$ cat src/rtl/a0_trace_fifo.sv
// Captures every change of the core's a0 register with a cycle timestamp and
// drains the events over a first-word fall-through valid/ready interface.
module a0_trace_fifo #(
    parameter int DATA_WIDTH  = 32,
    parameter int DEPTH       = 16,
    parameter int CYCLE_WIDTH = 32,
    parameter int DROP_WIDTH  = 16
) (
    input  logic                     clk,
    input  logic                     rst,
    input  logic [DATA_WIDTH-1:0]    a0_in,
    input  logic                     capture_en,
    output logic                     out_valid,
    input  logic                     out_ready,
    output logic [DATA_WIDTH-1:0]    out_data,
    output logic [CYCLE_WIDTH-1:0]   out_cycle,
    output logic [$clog2(DEPTH):0]   count,
    output logic                     full,
    output logic                     empty,
    output logic [DROP_WIDTH-1:0]    drop_cnt,
    output logic                     drop_flag
);

    localparam int AW = $clog2(DEPTH);
    localparam int CW = AW + 1;

    logic [AW-1:0]          wr_ptr_q, wr_ptr_d;
    logic [AW-1:0]          rd_ptr_q, rd_ptr_d;
    logic [CW-1:0]          count_q, count_d;
    logic [CYCLE_WIDTH-1:0] cyc_q;
    logic [DROP_WIDTH-1:0]  drop_cnt_q, drop_cnt_d;
    logic                   drop_flag_q, drop_flag_d;
    logic                   prev_valid_q, prev_valid_d;
    logic [DATA_WIDTH-1:0]  prev_q, prev_d;

    logic [DATA_WIDTH-1:0]  data_mem_q [DEPTH];
    logic [CYCLE_WIDTH-1:0] cyc_mem_q  [DEPTH];

    logic full_s, empty_s, event_s, pop_s, push_s, drop_s;

    assign full_s  = (count_q == CW'(DEPTH));
    assign empty_s = (count_q == {CW{1'b0}});

    // Event detection and push/pop/drop arbitration.
    always_comb begin
        event_s = 1'b0;
        pop_s   = 1'b0;
        push_s  = 1'b0;
        drop_s  = 1'b0;
        if (capture_en) begin
            event_s = !prev_valid_q || (a0_in != prev_q);
        end else begin
            event_s = 1'b0;
        end
        pop_s  = !empty_s && out_ready;
        push_s = event_s && (!full_s || pop_s);
        drop_s = event_s && full_s && !pop_s;
    end

    // Next-state values for pointers, occupancy, change tracking and drop accounting.
    always_comb begin
        wr_ptr_d     = wr_ptr_q;
        rd_ptr_d     = rd_ptr_q;
        count_d      = count_q;
        drop_cnt_d   = drop_cnt_q;
        drop_flag_d  = drop_flag_q;
        prev_d       = prev_q;
        prev_valid_d = prev_valid_q;

        if (push_s) begin
            wr_ptr_d = wr_ptr_q + {{(AW-1){1'b0}}, 1'b1};
        end else begin
            wr_ptr_d = wr_ptr_q;
        end

        if (pop_s) begin
            rd_ptr_d = rd_ptr_q + {{(AW-1){1'b0}}, 1'b1};
        end else begin
            rd_ptr_d = rd_ptr_q;
        end

        case ({push_s, pop_s})
            2'b10:   count_d = count_q + {{(CW-1){1'b0}}, 1'b1};
            2'b01:   count_d = count_q - {{(CW-1){1'b0}}, 1'b1};
            default: count_d = count_q;
        endcase

        // The drop counter saturates so a long stall never makes it look healthy.
        if (drop_s && (drop_cnt_q != {DROP_WIDTH{1'b1}})) begin
            drop_cnt_d = drop_cnt_q + {{(DROP_WIDTH-1){1'b0}}, 1'b1};
        end else begin
            drop_cnt_d = drop_cnt_q;
        end

        if (drop_s) begin
            drop_flag_d = 1'b1;
        end else begin
            drop_flag_d = drop_flag_q;
        end

        if (capture_en) begin
            prev_d       = a0_in;
            prev_valid_d = 1'b1;
        end else begin
            prev_d       = prev_q;
            prev_valid_d = prev_valid_q;
        end
    end

    // Control state registers with synchronous reset.
    always_ff @(posedge clk) begin
        if (rst) begin
            wr_ptr_q     <= {AW{1'b0}};
            rd_ptr_q     <= {AW{1'b0}};
            count_q      <= {CW{1'b0}};
            cyc_q        <= {CYCLE_WIDTH{1'b0}};
            drop_cnt_q   <= {DROP_WIDTH{1'b0}};
            drop_flag_q  <= 1'b0;
            prev_q       <= {DATA_WIDTH{1'b0}};
            prev_valid_q <= 1'b0;
        end else begin
            wr_ptr_q     <= wr_ptr_d;
            rd_ptr_q     <= rd_ptr_d;
            count_q      <= count_d;
            cyc_q        <= cyc_q + {{(CYCLE_WIDTH-1){1'b0}}, 1'b1};
            drop_cnt_q   <= drop_cnt_d;
            drop_flag_q  <= drop_flag_d;
            prev_q       <= prev_d;
            prev_valid_q <= prev_valid_d;
        end
    end

    // Entry storage; contents are only meaningful below the occupancy, so no reset.
    always_ff @(posedge clk) begin
        if (push_s && !rst) begin
            data_mem_q[wr_ptr_q] <= a0_in;
            cyc_mem_q[wr_ptr_q]  <= cyc_q;
        end
    end

    assign out_valid = !empty_s;
    assign out_data  = empty_s ? {DATA_WIDTH{1'b0}}  : data_mem_q[rd_ptr_q];
    assign out_cycle = empty_s ? {CYCLE_WIDTH{1'b0}} : cyc_mem_q[rd_ptr_q];
    assign count     = count_q;
    assign full      = full_s;
    assign empty     = empty_s;
    assign drop_cnt  = drop_cnt_q;
    assign drop_flag = drop_flag_q;

endmodule
$ cat config.mk
export PLATFORM = sky130hd
export DESIGN_NAME = a0_trace_fifo
export DESIGN_NICKNAME = d
export VERILOG_FILES = /design/src/rtl/a0_trace_fifo.sv
export SDC_FILE = /design/constraint.sdc
export NUM_CORES = 1
export LEC_CHECK = 0
export BUFFER_PORTS_ARGS = -buffer_cell sky130_fd_sc_hd__buf_2
export CAP_MARGIN = 20
export CORE_MARGIN = 2
export CORE_UTILIZATION = 55
export DETAILED_ROUTE_END_ITERATION = 16
export MAX_ROUTING_LAYER = met4
export PLACE_DENSITY = 0.69
export SLEW_MARGIN = 40
export SYNTH_ARGS = -nofsm -noshare
export SYNTH_HDL_FRONTEND = slang
export SYNTH_SLANG_ARGS = --single-unit
$ cat constraint.sdc
create_clock -name clk -period 12.5 [get_ports clk]
set_clock_uncertainty 0.15 [all_clocks]
set_input_delay 0 -clock clk [delete_from_list [all_inputs] [get_ports clk]]
set_output_delay 0 -clock clk [all_outputs]
set_load 0.005 [all_outputs]
Yosys cells after proc, flatten, opt, wreduce, memory -nomap -nowiden
Memory sizes are Yosys's and may differ from the RTL's. A register that Yosys moved wholly into a read port is not among the register bits.
Cells that the tools add are included.
- flip-flop bits (word level): 95
- output and inout bits: 89
- word-level logic and storage cells: 46
- input port bits: 36
- memories kept: 2
- RAM bits: 1024
- memories (name ; words ; bits a word ; read ports ; clocked after memory_dff ; write ports ; line ; text):
    cyc_mem_q ; 16 ; 32 ; 1 ; 1 ; 1 ; 37 ; logic [CYCLE_WIDTH-1:0] cyc_mem_q [DEPTH];
    data_mem_q ; 16 ; 32 ; 1 ; 1 ; 1 ; 36 ; logic [DATA_WIDTH-1:0] data_mem_q [DEPTH];
- muxes and demuxes: 10
- eq/ne operators: 5
- add/subtract/negate cells: 6
- reduce and logical (&&, ||, !) cells: 15
- operator list (operator ; count):
    $mux 32 ; 2
    $add 32x1->32 const B ; 1
    $ne 32x32->1 ; 1
    $add 16x1->16 const B ; 1
    $mux 4 ; 4
    $ne 16x16->1 const B ; 1
    $pmux 5 s2 ; 1
    $add 4x1->4 const B ; 2
    $logic_and 1x1->1 ; 6
    $add 5x1->5 const B ; 1
    $eq 5x5->1 const B ; 1
    $logic_not 1->1 ; 5
    $logic_not 5->1 ; 1
    $sub 5x1->5 const B ; 1
    $mux 1 ; 3
    $eq 2x1->1 const B ; 1
    $eq 2x2->1 const B ; 1
    $logic_or 1x1->1 ; 2
    $reduce_bool 2->1 ; 1

Logic depth before layout (Yosys ltp)
Gate-level depths: netlist of the first run.
- depth after elaboration: 8
- depth in mapped cells: 11
- gate-level depth less buffers: 11

Least setup slack after synthesis of the first run
OpenSTA, ideal clock, no wires.
- kind: flip-flop to flip-flop
- start point: register prev_q[13]
- end point: memory cyc_mem_q[12][0], enable pin
- data arrival time: 3892 ps
- stages on the path, launching flop included: 8
- path slack: 7972 ps
- library setup time: 486 ps
- period minus slack after synthesis: 4528 ps
- path buffers: 0
- required time: 11864 ps
- cells stage by stage: dfxtp_1 xnor2_1 nand4_1 or4_4 o31ai_4 nor2_2 nand3_1 nor2_1
- word-level cells in the longest chain between the ends: 7
- RTL lines (item ; line ; text):
    start: declaration ; 34 ; logic [DATA_WIDTH-1:0] prev_q, prev_d;
    start signal: assignment ; 119 ; prev_q <= {DATA_WIDTH{1'b0}};
    start signal: assignment ; 128 ; prev_q <= prev_d;
    $ne 32x32->1 ; 51 ; event_s = !prev_valid_q || (a0_in != prev_q);
    $logic_or 1x1->1 ; 51 ;
    $mux 1 ; 50 ; if (capture_en) begin
    $logic_and 1x1->1 ; 56 ; push_s = event_s && (!full_s || pop_s);
    $logic_and 1x1->1 ; 135 ; if (push_s && !rst) begin
    $mux 1 ; 135 ;
    $mux 1 (not written as such) ; 137 ; cyc_mem_q[wr_ptr_q] <= cyc_q;
    end: declaration ; 37 ;
No other way between the ends.

==> results.cfg, run 1 <==
[placement]
dp.final_hpwl_um = 48950
place.gp.congestion = 0.7553
port_buffers = 124
place_ws_ns = 8.141

[detailed_routing]
first_pass_iters = 5
drtIter0Drc = 2294
wl_per_cell_um = 28.70
drc = 0
antenna_left = 0
vias = 20920
wl_um = 96420
avgViaCountPerCell = 6.228

[global_routing]
first_global_vias = 21747
overflow = 0
antenna_found_initial = 5
grt_max_degree = 68
grt_pass1_wl_um = 142100
grt_use_total_pct = 24.92

[timing]
rsz0062_at_grt = false
slew_viol_final = 0
worst_pin_slew_ns = 0.8620
fin_setup_tns_ns = 0
min_period_ns = 4.851
final_hold_viol_count = 0
worst_slack_ns = 7.649
setup_violations = 0
whs_ns = 0.1384
maxSlewHeadroom_pct = 42.54
finalCritPeriodShare_pct = 38.81
timing.fmax_mhz = 206.1

[cts]
cts.sinks = 1123
cts-root-buf = clkbuf_16
cts_tree = done
ctsLongestPathBuffers = 3
clock_latency_ns = 0.66
cts_max_level = 3
postCtsSetupBuffers = 0
numCtsBuffers = 108
cts.clk_slew.worst_paths_ns = 0.06

[setup_path]
end_kind = output pin
cp-start-kind = flip-flop
cp_slowest_stage_delay_ns = 0.75
crit_required_ns = 12.35
crit_path_max_fanout = 64
cp_num_buf_inv = 5
worstSetupPathType = flip-flop to output pin
crit_family = buffers and inverters
cp_cell_sequence = clkbuf_8 -> buf_12 -> buf_16 -> buf_16 -> mux4_2 -> mux4_2 -> and2_1 -> buf_2
cp_slowest_cell = dfxtp_4
cp_data_arrival_time_ns = 4.70

[yosys]
synth_ff_type = edfxtp_1
synthCells = 1998
synth_adder_area_share_pct = 0.3351
ys_seq_area_share_pct = 75.57
synthTopCellsByArea = edfxtp_1, mux4_2, dfxtp_1, and2_1, nor2_1
syn-cell-area_um2 = 43320
synth_top_family_by_area = multiplexers
synth-seq-cells = 1123
synth_most_common_cell = edfxtp_1
async_flop_share_pct = 0
synth_compound_area_share_pct = 0.4506
synth.avg_cell_area_um2 = 21.68
muxShareOfSynthArea_pct = 17.55
synth_top_cell_by_area = edfxtp_1
synth-xor-area-share_pct = 1.557
ys_warn_count = 0
synth_edf_count = 1024
ys_types = 48
synth_nets = 2045
synth_simple_gate_area_share_pct = 3.565
yosys-top-cells-count = edfxtp_1, mux4_2, nor2_1, dfxtp_1, and2_1
synth_top_area_share_pct = 70.99

[finish]
final_layout_size_suffix_gt1_share_pct = 29.79
area_delta_synth_final_pct = 14.45
num-nets-final = 2269
final_util_pct = 63.79

[worst_hold_path]
min_path_type = primary input to flip-flop

[power]
ir_drop_v = 0.0002101
power_density_nw_per_um2 = 187.4
power_w = 0.009293
p_leak_nw = 15.81

[floorplanning]
die_h_um = 284.6
die_w_um = 284.6
ios = 125
core-area_um2 = 77720
num_rows = 102
fp.dieArea_um2 = 81020
initial_utilization_pct = 55.73

[job]
max_cap_violations = 0

[run_status]
outcome = finished, final reports clean
==> per-stage QoR <==
step                area, um^2  cells
floorplan                43320   1998
finish                   49580   3359
global placement         45310   3107
global route             49580   3359
detailed placement       45590   3116
CTS                      49560   3356
==> cell families after synthesis <==
logic type	after synthesis
muxes	358
buffers and inverters	102
adders and majority gates	11
DFF	1123
AOI/OAI and AO/OA	26
xor gates and xnor gates	77
and+or+nand+nor	301
==> timing repair <==
| item | 4_1_cts | 5_1_grt |
|---|---|---|
| endpoints found under the setup margin | 0 | 0 |
| hold buffers | 36 | 0 |
| resized for setup | 0 | 0 |
| endpoints found under the hold margin | 577 | 0 |
==> final timing paths <==
path | from | endpoint | slack [ns] | cells after the start
worst max register to register | prev_q[16]$_SDFFE_PP0P_ | cyc_mem_q[11][11]$_DFFE_PP_ | 8.50 | 9
worst min register to register | drop_flag$_SDFFE_PP0P_ | drop_flag$_SDFFE_PP0P_ | 0.31 | 2
worst max-delay path | flip-flop | out_data[19] | 7.65 | 8
worst min-delay path | a0_in[13] | data_mem_q[7][13]$_DFFE_PP_ | 0.14 | 2
==> cell type report <==
cell class,instances,area (um^2)
Sequential cell,1123,32750
Fill cell,5137,28150
Multi-Input combinational cell,773,10300
Clock buffer,143,2987
Timing Repair Buffer,209,1578
Tap cell,1040,1301
Clock inverter,61,626.9
Inverter,7,26.28
Antenna cell,3,7.507
==> flip-flops by register name (all words and copies together) (netlist names), named ones only <==
name	count
prev_q	32
cyc_q	32
drop_flag	1
rd_ptr_q	4
prev_valid_q	1
cyc_mem_q	512
data_mem_q	512
count	5
wr_ptr_q	4
drop_cnt	16
==> routing by layer <==
layer / wire length [um] / part of all wire [%] / global-route usage [%]
met1: 39260 / 41 / 34.67
met2: 46830 / 49 / 38.56
met3: 7924 / 8.2 / 4.125
met4: 2403 / 2.5 / 7.500
met5: 0 / 0 / -
==> power breakdown <==
part,internal (W),leakage [nW],switching (W)
Sequential,0.00413,10.2,0.0000710
Combinational,0.000929,3.87,0.000890
Clock,0.00192,1.77,0.00135
Total,0.00698,15.8,0.00231
==> placed cells by master (no fill, tap or decap), types with 35 or more instances in the layout <==
| master | netlist | routed |
|---|---|---|
| edfxtp_1 | 1024 | 1024 |
| mux4_2 | 320 | 320 |
| buf_2 | 25 | 123 |
| clkbuf_16 | 0 | 109 |
| dfxtp_1 | 99 | 95 |
| nor2_1 | 109 | 93 |
| and2_1 | 67 | 67 |
| xor2_1 | 42 | 42 |
| dlygate4sd3_1 | 0 | 36 |
| xnor2_1 | 35 | 35 |
No activity file was read; power rests on OpenSTA's default activity.
==> inputs of run 2 (changes only) <==
Settings changed: ABC_AREA set to 1.
Clock period 12.5 ns to 4.9 ns, I/O delays scaled along.
==> run 2 against run 1 <==
Compared with the run above: via count is 41% higher; register-to-register slack lost 7.1 ns; global-route usage rose by 2.9 points.
==> results.cfg, run 2 <==
[run_status]
outcome = finished, final reports clean

[power]
p_leak_nw = 16.69
p_comb_share_pct = 20.5
p_int_w = 0.01688
switchingPower_w = 0.007022
ir_drop_v = 0.0004297
power.clock.fraction_pct = 35.0
p_seq_share_pct = 44.5
power_density_nw_per_um2 = 475.6
switching_share_pct = 29.38

[detailed_routing]
antenna_left = 0
avgViaCountPerCell = 6.266
wl_per_cell_um = 23.84
drtIter0Drc = 3616
wl_um = 112200
drc = 0
first_pass_iters = 5
vias = 29487

[setup_path]
crit_path_max_fanout = 124
rr_endpoint = data_mem_q[1][8]$_DFFE_PP_
cp-start-kind = flip-flop
crit_family = compound AO/OA/AOI/OAI gates
cp_cell_sequence = buf_12 -> buf_16 -> o21ai_0 -> o221ai_1 -> o211ai_1 -> a21oi_1 -> buf_2
cp_slowest_stage_delay_ns = 0.68
cp_data_arrival_time_ns = 3.55
ff2ff_path_depth = 13
cp_num_buf_inv = 3
worstSetupPathType = flip-flop to output pin
end_kind = output pin
crit_required_ns = 4.75
cp_slowest_cell = a21oi_1
reg2reg_slack_ns = 1.36
r2r-start = prev_q[20]$_SDFFE_PP0P_

[global_routing]
use_met2_pct = 43.94
first_global_vias = 29311
overflow = 0
use_met1_pct = 37.16
grt_busiest_layer = met2
grt_use_met3_pct = 5.182
grt_pass1_wl_um = 170100
antenna_found_initial = 3
grt_max_degree = 196
grt_use_total_pct = 27.81

[finish]
num-nets-final = 3590
stdcell_count = 4706
layout_common_cells = edfxtp_1, nor2_1, o21ai_0, o221ai_1, nand2_1
final_util_pct = 62.68
final_layout_size_suffix_gt1_share_pct = 11.50
final_area_um2 = 50240
final_common_cell = edfxtp_1
area_delta_synth_final_pct = 13.17
reg.largest.list = cyc_mem_q: 512 flops, data_mem_q: 512 flops

[yosys]
synth_nets = 3494
async_flop_share_pct = 0
synthCells = 3447
ys_seq_area_share_pct = 73.73
synth_edf_count = 1024
synth_ff_type = edfxtp_1
syn-cell-area_um2 = 44400
ys_warn_count = 0
synth.avg_cell_area_um2 = 12.88
synth_top_area_share_pct = 69.26
yosys-top-cells-count = edfxtp_1, nor2_1, o21ai_0, o221ai_1, clkbuf_1
synthTopCellsByArea = edfxtp_1, o21ai_0, nor2_1, dfxtp_1, o221ai_1
ys_types = 44
synth_most_common_cell = edfxtp_1
synth_top_cell_by_area = edfxtp_1
synth-seq-cells = 1123

[job]
max_cap_violations = 0

[cts]
cts.clk_slew.worst_paths_ns = 0.06
cts.sinks = 1123
numCtsBuffers = 112
ctsLongestPathBuffers = 3
cts_tree = done
cts_max_level = 3
clock_latency_ns = 0.67
cts-root-buf = clkbuf_16

[floorplanning]
die_w_um = 288.1
die_h_um = 288.1
fp.dieArea_um2 = 83010
num_rows = 104
ios = 125
core-area_um2 = 80160
initial_utilization_pct = 55.39

[timing]
final_hold_viol_count = 0
min_period_ns = 3.701
setup_violations = 0
worst_pin_slew_ns = 0.8976
timing.fmax_mhz = 270.2
maxSlewHeadroom_pct = 40.16
rsz0062_at_grt = false
slew_viol_final = 0
finalCritPeriodShare_pct = 75.53

[placement]
place.gp.congestion = 0.8172
dp_cells = 4452
dp.final_hpwl_um = 57640
port_buffers = 124
dpl-instance-area_um2 = 46180

[worst_hold_path]
hold_depth = 2
min_to = data_mem_q[4][13]$_DFFE_PP_
min_path_type = primary input to flip-flop
min-delay-start = a0_in[13]
==> run 2: changes by cell type after synthesis, sizes merged, moves of 71 or more <==
cell | previous run | this run
inv | 7 | 104
o21ai | 6 | 566
o211ai | 0 | 71
nor2 | 111 | 639
a21oi | 11 | 120
o221ai | 0 | 185
clkbuf | 60 | 177
o22ai | 0 | 72
nand2 | 24 | 147
mux4 | 320 | 0
==> run 2: power by group through the flow <==
stage | combinational [W] | sequential, W | clock, W
after CTS | 0.00478 | 0.0107 | 0.00844
after global placement | 0.00450 | 0.0109 | 0
after global routing | 0.00538 | 0.0106 | 0.00883
after floorplan | 0.00303 | 0.0108 | 0
final | 0.00490 | 0.0106 | 0.00836
after detailed placement | 0.00473 | 0.0109 | 0
==> run 2: routing by layer <==
layer / share of wire (%) / up-vias
met3: 9.7 / 223
met5: 0 / -
met4: 2.5 / 0
met2: 48 / 1558
met1: 40 / 14590
li1: - / 13116
==> run 2: logic make-up (layout without fill, tap and decap cells) <==
group	after synthesis	after routing	share of synthesized area (%)
simple gates	922	922	8.613
compound gates	1028	1028	13.84
buf+inv	342	537	3.083
fa+ha+maj	11	11	0.3269
flops	1123	1123	73.73
xor+xnor	21	21	0.4143
other cells	0	4	0
==> run 2: cell type report <==
type | count | area [um^2]
flip-flops and latches | 1123 | 32750
fillers | 5878 | 29910
multi-input cells | 1982 | 10410
clock buffers | 163 | 3261
repair buffers | 218 | 1670
well taps | 1060 | 1326
inverters | 106 | 432.9
clock inverters | 50 | 382.9
diodes | 4 | 10.01
==> run 2: worst max path at each step <==
stage	depth (start not counted)	end	from	slack [ns]
6_report	7	out_cycle[0]	flip-flop	1.20
5_1_grt	7	out_cycle[0]	flip-flop	1.17
4_1_cts	6	out_cycle[0]	flip-flop	0.91
3_5_place_dp	14	data_mem_q[1][27]$_DFFE_PP_	a0_in[3]	1.39
3_3_place_gp	14	data_mem_q[1][24]$_DFFE_PP_	a0_in[3]	1.54
2_1_floorplan	12	cyc_mem_q[11][0]$_DFFE_PP_	prev_q[26]$_SDFFE_PP0P_	-1.30
==> run 2: metrics by stage <==
step / hold slack, ns / total power (W) / worst slack [ns] / TNS, ns
after floorplan: -0.05113 / 0.01380 / -1.303 / -333.68
after global placement: 0.2392 / 0.01543 / 1.540 / 0
after detailed placement: 0.2414 / 0.01562 / 1.394 / 0
after CTS: 0.08958 / 0.02391 / 0.9085 / 0
after global routing: 0.1175 / 0.02485 / 1.175 / 0
final: 0.1184 / 0.02390 / 1.199 / 0
==> run 2: timing repair <==
| action | 4_1_cts | 5_1_grt |
|---|---|---|
| buffers inserted | 0 | 0 |
| hold buffers | 35 | 0 |
| setup endpoints to repair | 0 | 0 |
| hold endpoints to repair | 594 | 0 |
| gates resized for setup | 0 | 0 |
